<file path="src/rtl/fifo_wr_arbiter.sv">
// Round-robin write-port arbiter for the async FIFO: shares winc/wdata among NREQ
// producers, caps each grant at BURST words and never writes while wfull is high.
module fifo_wr_arbiter #(
    parameter  int DSIZE = 8,
    parameter  int NREQ  = 4,
    parameter  int BURST = 4,
    localparam int IW    = $clog2(NREQ)
) (
    input  logic                  wclk,
    input  logic                  wrst_n,
    input  logic [NREQ-1:0]       req,
    input  logic [NREQ*DSIZE-1:0] req_data,
    input  logic                  wfull,
    output logic                  winc,
    output logic [DSIZE-1:0]      wdata,
    output logic [NREQ-1:0]       req_ack,
    output logic [NREQ-1:0]       gnt,
    output logic [IW-1:0]         grant_id,
    output logic                  busy
);

    localparam int CW = $clog2(BURST) + 1;
    localparam logic [CW-1:0]   LAST_BEAT = CW'(BURST - 1);
    localparam logic [NREQ-1:0] ONE_HOT0  = NREQ'(1);

    typedef enum logic {
        IDLE,
        OWN
    } state_t;

    state_t          state;
    logic [IW-1:0]   owner;
    logic [IW-1:0]   last;
    logic [CW-1:0]   cnt;

    logic [DSIZE-1:0] words [NREQ];
    logic [IW-1:0]    scan_base;
    logic [IW-1:0]    winner;
    logic [IW-1:0]    cand;
    logic             any_req;
    logic             owner_req;
    logic             write_en;
    logic             release_now;

    for (genvar i = 0; i < NREQ; i++) begin : g_unpack
        assign words[i] = req_data[i*DSIZE +: DSIZE];
    end

    // On a release the owner just served becomes "last", so the scan starts after it.
    always_comb begin
        scan_base = (state == OWN) ? owner : last;
        winner    = scan_base;
        cand      = scan_base;
        any_req   = |req;
        for (int k = NREQ; k >= 1; k--) begin
            cand = IW'((int'(scan_base) + k) % NREQ);
            if (req[cand]) begin
                winner = cand;
            end
        end
    end

    assign owner_req   = req[owner];
    assign write_en    = (state == OWN) && owner_req && !wfull;
    assign release_now = (state == OWN) && (!owner_req || (write_en && (cnt == LAST_BEAT)));

    always_comb begin
        winc    = write_en;
        wdata   = '0;
        req_ack = '0;
        if (write_en) begin
            wdata          = words[owner];
            req_ack[owner] = 1'b1;
        end
    end

    assign grant_id = owner;

    // A stall (owner requesting, FIFO full) simply holds owner and cnt.
    always_ff @(posedge wclk or negedge wrst_n) begin
        if (!wrst_n) begin
            state <= IDLE;
            owner <= '0;
            last  <= IW'(NREQ - 1);
            cnt   <= '0;
            gnt   <= '0;
            busy  <= 1'b0;
        end else begin
            case (state)
                IDLE: begin
                    if (any_req) begin
                        state <= OWN;
                        owner <= winner;
                        cnt   <= '0;
                        gnt   <= ONE_HOT0 << winner;
                        busy  <= 1'b1;
                    end
                end
                OWN: begin
                    if (release_now) begin
                        last <= owner;
                        if (any_req) begin
                            owner <= winner;
                            cnt   <= '0;
                            gnt   <= ONE_HOT0 << winner;
                        end else begin
                            state <= IDLE;
                            gnt   <= '0;
                            busy  <= 1'b0;
                        end
                    end else if (write_en) begin
                        cnt <= cnt + CW'(1);
                    end
                end
                default: begin
                    state <= IDLE;
                    gnt   <= '0;
                    busy  <= 1'b0;
                end
            endcase
        end
    end

endmodule
</file>
<file path="config.mk">
export PLATFORM = sky130hd
export DESIGN_NAME = fifo_wr_arbiter
export DESIGN_NICKNAME = d
export VERILOG_FILES = /design/src/rtl/fifo_wr_arbiter.sv
export SDC_FILE = /design/constraint.sdc
export NUM_CORES = 1
export LEC_CHECK = 0
export CAP_MARGIN = 10
export CORE_MARGIN = 3
export CORE_UTILIZATION = 38
export CTS_BUF_LIST = sky130_fd_sc_hd__clkbuf_16
export DETAILED_ROUTE_END_ITERATION = 7
export PLACE_DENSITY = 0.93
export SLEW_MARGIN = 20
export SYNTH_ARGS = -nofsm -noshare
export SYNTH_HDL_FRONTEND = slang
export SYNTH_SLANG_ARGS = --single-unit
</file>
<file path="constraint.sdc">
create_clock -name wclk -period 2.2 [get_ports wclk]
set_clock_uncertainty 0.1 [all_clocks]
set_input_delay 0.22 -clock wclk [delete_from_list [all_inputs] [get_ports wclk]]
set_output_delay 0.22 -clock wclk [all_outputs]
set_load 0.005 [all_outputs]
</file>
== Word-level counts from Yosys, hierarchy flattened ==
Index checks and enable logic that the tools add are counted.
Word-level totals
  input port bits: 39
  word-level logic and storage cells: 78
  output and inout port bits: 20
  bits in registers: 13
Operators by class
  shift-type cells: 1
  order comparisons: 7
  mux-type cells: 40
  eq/ne operators: 5
  bitwise operators: 2
  add/sub/neg operators: 5
  reductions and logical operators: 12
Operator list (number)
  $mux W8: 3
  $bmux W8 S2: 1
  $mux W4: 4
  $lt A2 B3 Y1 const B: 5
  $mux W2: 7
  $mux W1: 11
  $bmux W1 S2: 5
  $mux W3: 3
  $pmux W4 S2: 1
  $pmux W3 S2: 1
  $logic_and A1 B1 Y1: 5
  $add A2 B1 Y2 const B: 2
  $add A2 B2 Y2 const B: 2
  $ne A2 B2 Y1 const B: 2
  $pmux W1 S2: 2
  $pmux W2 S2: 1
  $reduce_and A2 Y1: 2
  $reduce_or A4 Y1: 1
  $shl A1 B2 Y4 const A: 1
  $add A3 B1 Y3 const B: 1
  $eq A3 B2 Y1 const B: 1
  $ge A3 B3 Y1 const B: 1
  $ne A3 B1 Y1 const B: 1
  $not A2 Y3: 1
  7 further kinds: 8

== Depth between registers and ports, before layout ==
Gate-level depths: netlist of run 1.
  depth in word-level cells: 12
  gate-level depth with buffers: 8
  mapped depth without buffers: 6

== Least setup slack after synthesis of run 1 ==
No wires, ideal clock.
  kind: reg2out
  start point: reg owner[1] (netlist: grant_id[1])
  end point: out wdata[0]
  required time: 1.880 ns
  slack: 0.288 ns
  path buffers: 2
  stages on the path, launching flop included: 8
  arrival: 1.592 ns
  cell sequence: dfrtp_1 > buf_6 > mux4_2 > and2_4 > nand2b_2 > inv_1 > buf_2 > and2_1
On the way
  longest elaborated chain between the ends: 5
RTL lines
  start: declaration: line 32  | logic [IW-1:0] owner;
  start signal: assignment: line 93  | owner <= winner;
  start signal: assignment: line 103  | owner <= winner;
  $bmux W1 S2: line 63  | assign owner_req = req[owner];
  $mux W1 (implied by the code): line 63
  $logic_and A1 B1 Y1 (2 in a row): line 64  | assign write_en = (state == OWN) && owner_req && !wfull;
  net winc: line 14  | output logic winc,
  $mux W8: line 71  | if (write_en) begin
  end: declaration: line 15  | output logic [DSIZE-1:0] wdata,
The timed path passes the listed nets, and every way through them passes these cells. The select of a mux whose other input is x is not followed.

== Worst setup path in the final report of run 1 ==
  start point: reg owner[1] (netlist: grant_id[1])
  end point: out req_ack[1]
On the way
  longest elaborated chain between the ends: 5
RTL lines
  $lt A2 B3 Y1 (implied by the code), or another cell as far along: line 73  | req_ack[owner] = 1'b1;
  $logic_and A1 B1 Y1 (implied by the code) or $mux W1 (tied branches): line 73, 63
  $mux W1 (implied by the code) or $logic_and A1 B1 Y1 (tied branches): line 73, 64
  $demux W1 S2 or $logic_and A1 B1 Y1 (tied branches): line 73, 64
  $mux W4 *: line 71
  end: declaration: line 16  | output logic [NREQ-1:0] req_ack,
Mark *: on every way between the ends. The rest lies on a longest branch, timed or not. The select of a mux whose other input is x is not followed.

==> results.toml, run 1 <==
[outcome]
status = "finished clean"

[routing]
viasPerCell = 5.51
drtAntennaViolNets = 0
vias = 1042
wl_mm = 3.14
drc = 0
drt_first_pass_iters = 4
first_iter_violations = 15
routedWlPerCell_um = 16.6

[global_routing]
grt_pass1_vias = 1139
grt.overflow.total = 0
antenna_found_initial = 0
grt_max_degree = 17
grtUsageTotal_pct = 20.2
grt_pass1_wl_mm = 5.15

[timing]
slew_headroom_pct = 61.6
worstMarginPinSlew_ns = 0.574
finalCritPeriodShare_pct = 96.5
rsz0062_at_grt = "false"
finalSetupViolations = 0
hold_viol = 0
maxSlewViolCount = 0
fin_ws_ns = 0.0773
fmax_ghz = 0.471
setup_tns_ns = 0
post-route-min-period_ns = 2.12

[cts]
cts_sinks = 13
numCtsBuffers = 3
cts_setup_buffers = 0
cts.path.max_buffers = 2
cts_hold_buf = 0
root_buffer = "clkbuf_16"
htree_levels = 1
insertion_delay_ns = 0.24
clk_pin_slew_ns = 0.05
cts_tree = "done"

[power]
p_int_uw = 1260
clock_power_share_pct = 17.8
power_density_nw_per_um2 = 1100
power_leakage_uw = 0.000754
power_switching_uw = 650
seqPwrFrac_pct = 21.7
peakVddDrop_mv = 0.872
power_frac_comb_pct = 60.5
sw_frac_of_total_pct = 34.1

[placed_design]
post-place-ws_ns = -0.303
port_buffers = 58
gp_congestion = 0.791
post-dp-hpwl_mm = 2.52
placed_cells = 185

[floorplan]
fp.dieArea_um2 = 3320
core_area_um2 = 2500
rows = 18
die_w_um = 57.6
start_util_pct = 40.5
io_pins = 59
die_h_um = 57.6

[synthesis]
synth_fp_nets = 131
synthArstFlopShare_pct = 100
synth.most_common_cell = "dfrtp_1"
avgSynthCellArea_um2 = 11.3
synth_top_area_share_pct = 27.2
ys_warn_count = 0
synth_largest_area_cell = "dfrtp_1"
ys_ff_latch = 13
ys_seq_area_share_pct = 32.3
synthTopCellsByCount = "dfrtp_1 (11), mux4_2 (9), and2_1 (8), nand2_1 (7), nor2_1 (7)"
synth_edf_count = 0
synth_area_leaders = "dfrtp_1 (27%), mux4_2 (20%), mux2_2 (6.7%)"
syn-instance-count = 90
synthFlopType = "dfrtp_1"
yosysUniqueCellTypes = 36
netlist_area_um2 = 1010

[worst_setup_path]
cp-end-kind = "output port"
required_ns = 1.88
worstPathArrival_ns = 1.80
path_class = "reg2out"
critPathLaunchType = "flip-flop"
path_max_fanout = 12

[layout]
nets = 201
drive_gt1_share_pct = 31.4
area_growth_pct = 71.4
final_core_util_pct = 69.5
fin_cells = 189
antennaDiodeCount = 0

[run]
cap_violations = 0

[min_path]
min_path_type = "in2async"
-- final timing paths --
path / from / to / slack (ns) / depth (start not counted)
max: grant_id[1] / req_ack[1] / 0.08 / 7
min: wrst_n / gnt[2] / 0.25 / 1
max reg2reg: grant_id[1] / gnt[2] / 0.15 / 6
min reg2reg: gnt[1] / gnt[1] / 0.39 / 1
max in group asynchronous: wrst_n / cnt[2] / 1.37 / 1
min in group wclk: gnt[1] / gnt[1] / 0.39 / 1
-- sequential cells by signal, indices dropped and copies added, names as in the netlist --
| signal | cells |
|---|---|
| gnt | 4 |
| state | 1 |
| busy | 1 |
| grant_id | 2 |
| cnt | 3 |
| last | 2 |
-- worst max-delay path: stages (launching register included) --
cell             delay, ns
dfrtp_1               0.40
mux4_2                0.55
and2_4                0.19
nand2b_4              0.08
inv_6                 0.05
nand2_1               0.06
nor2_1                0.03
clkdlybuf4s15_1       0.20
-- area by class of cell --
type,instances,area [um^2]
multi-input combinational,66,637
fill,196,763
inverter,6,27.5
sequential,13,328
timing repair buffer,70,627
clock inverter,1,5.00
clock buffer,3,75.1
tap,30,37.5
-- through the flow --
stage / total power (uW) / hold WS, ns / area, um^2
after detailed placement: 1610 / 0.373 / 1700
after floorplan: 1090 / -0.176 / 1010
after global placement: 1550 / 0.359 / 1700
final: 1910 / 0.247 / 1740
after CTS: 1940 / 0.272 / 1780
after global routing: 2040 / 0.312 / 1740
-- cells in the final DEF (no fill, tap or decap), types with 3 or more instances in the layout --
| master | instances |
|---|---|
| inv_1 | 5 |
| nand2_1 | 7 |
| clkdlybuf4s50_1 | 45 |
| clkbuf_16 | 3 |
| buf_4 | 11 |
| mux2_2 | 6 |
| and2_1 | 8 |
| clkbuf_2 | 11 |
| mux4_2 | 9 |
| dfrtp_1 | 11 |
| nor2_1 | 7 |
-- metal layers --
metal / vias up / global-route usage [%] / part of all wire [%]
met3: 8 / 4.68 / 9.3
met4: 0 / 6.95 / 1.7
li1: 478 / - / -
met2: 52 / 37.6 / 54
met1: 504 / 22.2 / 35
met5: - / 0 / 0
-- power by group through the flow --
stage | sequential [uW] | combinational, uW | clock, uW
after global placement | 408 | 1150 | 0
after detailed placement | 416 | 1190 | 0
after floorplan | 398 | 689 | 0
final | 415 | 1150 | 340
after CTS | 416 | 1180 | 348
after global routing | 428 | 1250 | 360
-- logic make-up (layout without fill, tap and decap cells) --
group,after synthesis,count (layout),synth area share [%]
DFF,13,13,32.3
adders and majority gates,2,2,2.47
muxes,16,16,27.7
AOI/OAI and AO/OA,19,19,15.9
buffers and inverters,11,80,5.31
and+or+nand+nor,29,29,16.3
-- timing repair --
action | in CTS | in global routing
resized for setup | 23 | 17
setup endpoints to repair | 13 | 12
endpoints found under the hold margin | 0 | 0
No activity file was read; power rests on OpenSTA's default activity.
==> run 2, diff against run 1 <==
--- a/config.mk
+++ b/config.mk
@@ -11,7 +11,7 @@
 export CTS_BUF_LIST = sky130_fd_sc_hd__clkbuf_16
 export DETAILED_ROUTE_END_ITERATION = 7
 export PLACE_DENSITY = 0.93
-export SLEW_MARGIN = 20
+export SLEW_MARGIN = 15
 export SYNTH_ARGS = -nofsm -noshare
 export SYNTH_HDL_FRONTEND = slang
 export SYNTH_SLANG_ARGS = --single-unit
==> results of run 2 <==
No change in the layout: final DEF, timing and power equal those of run 1.
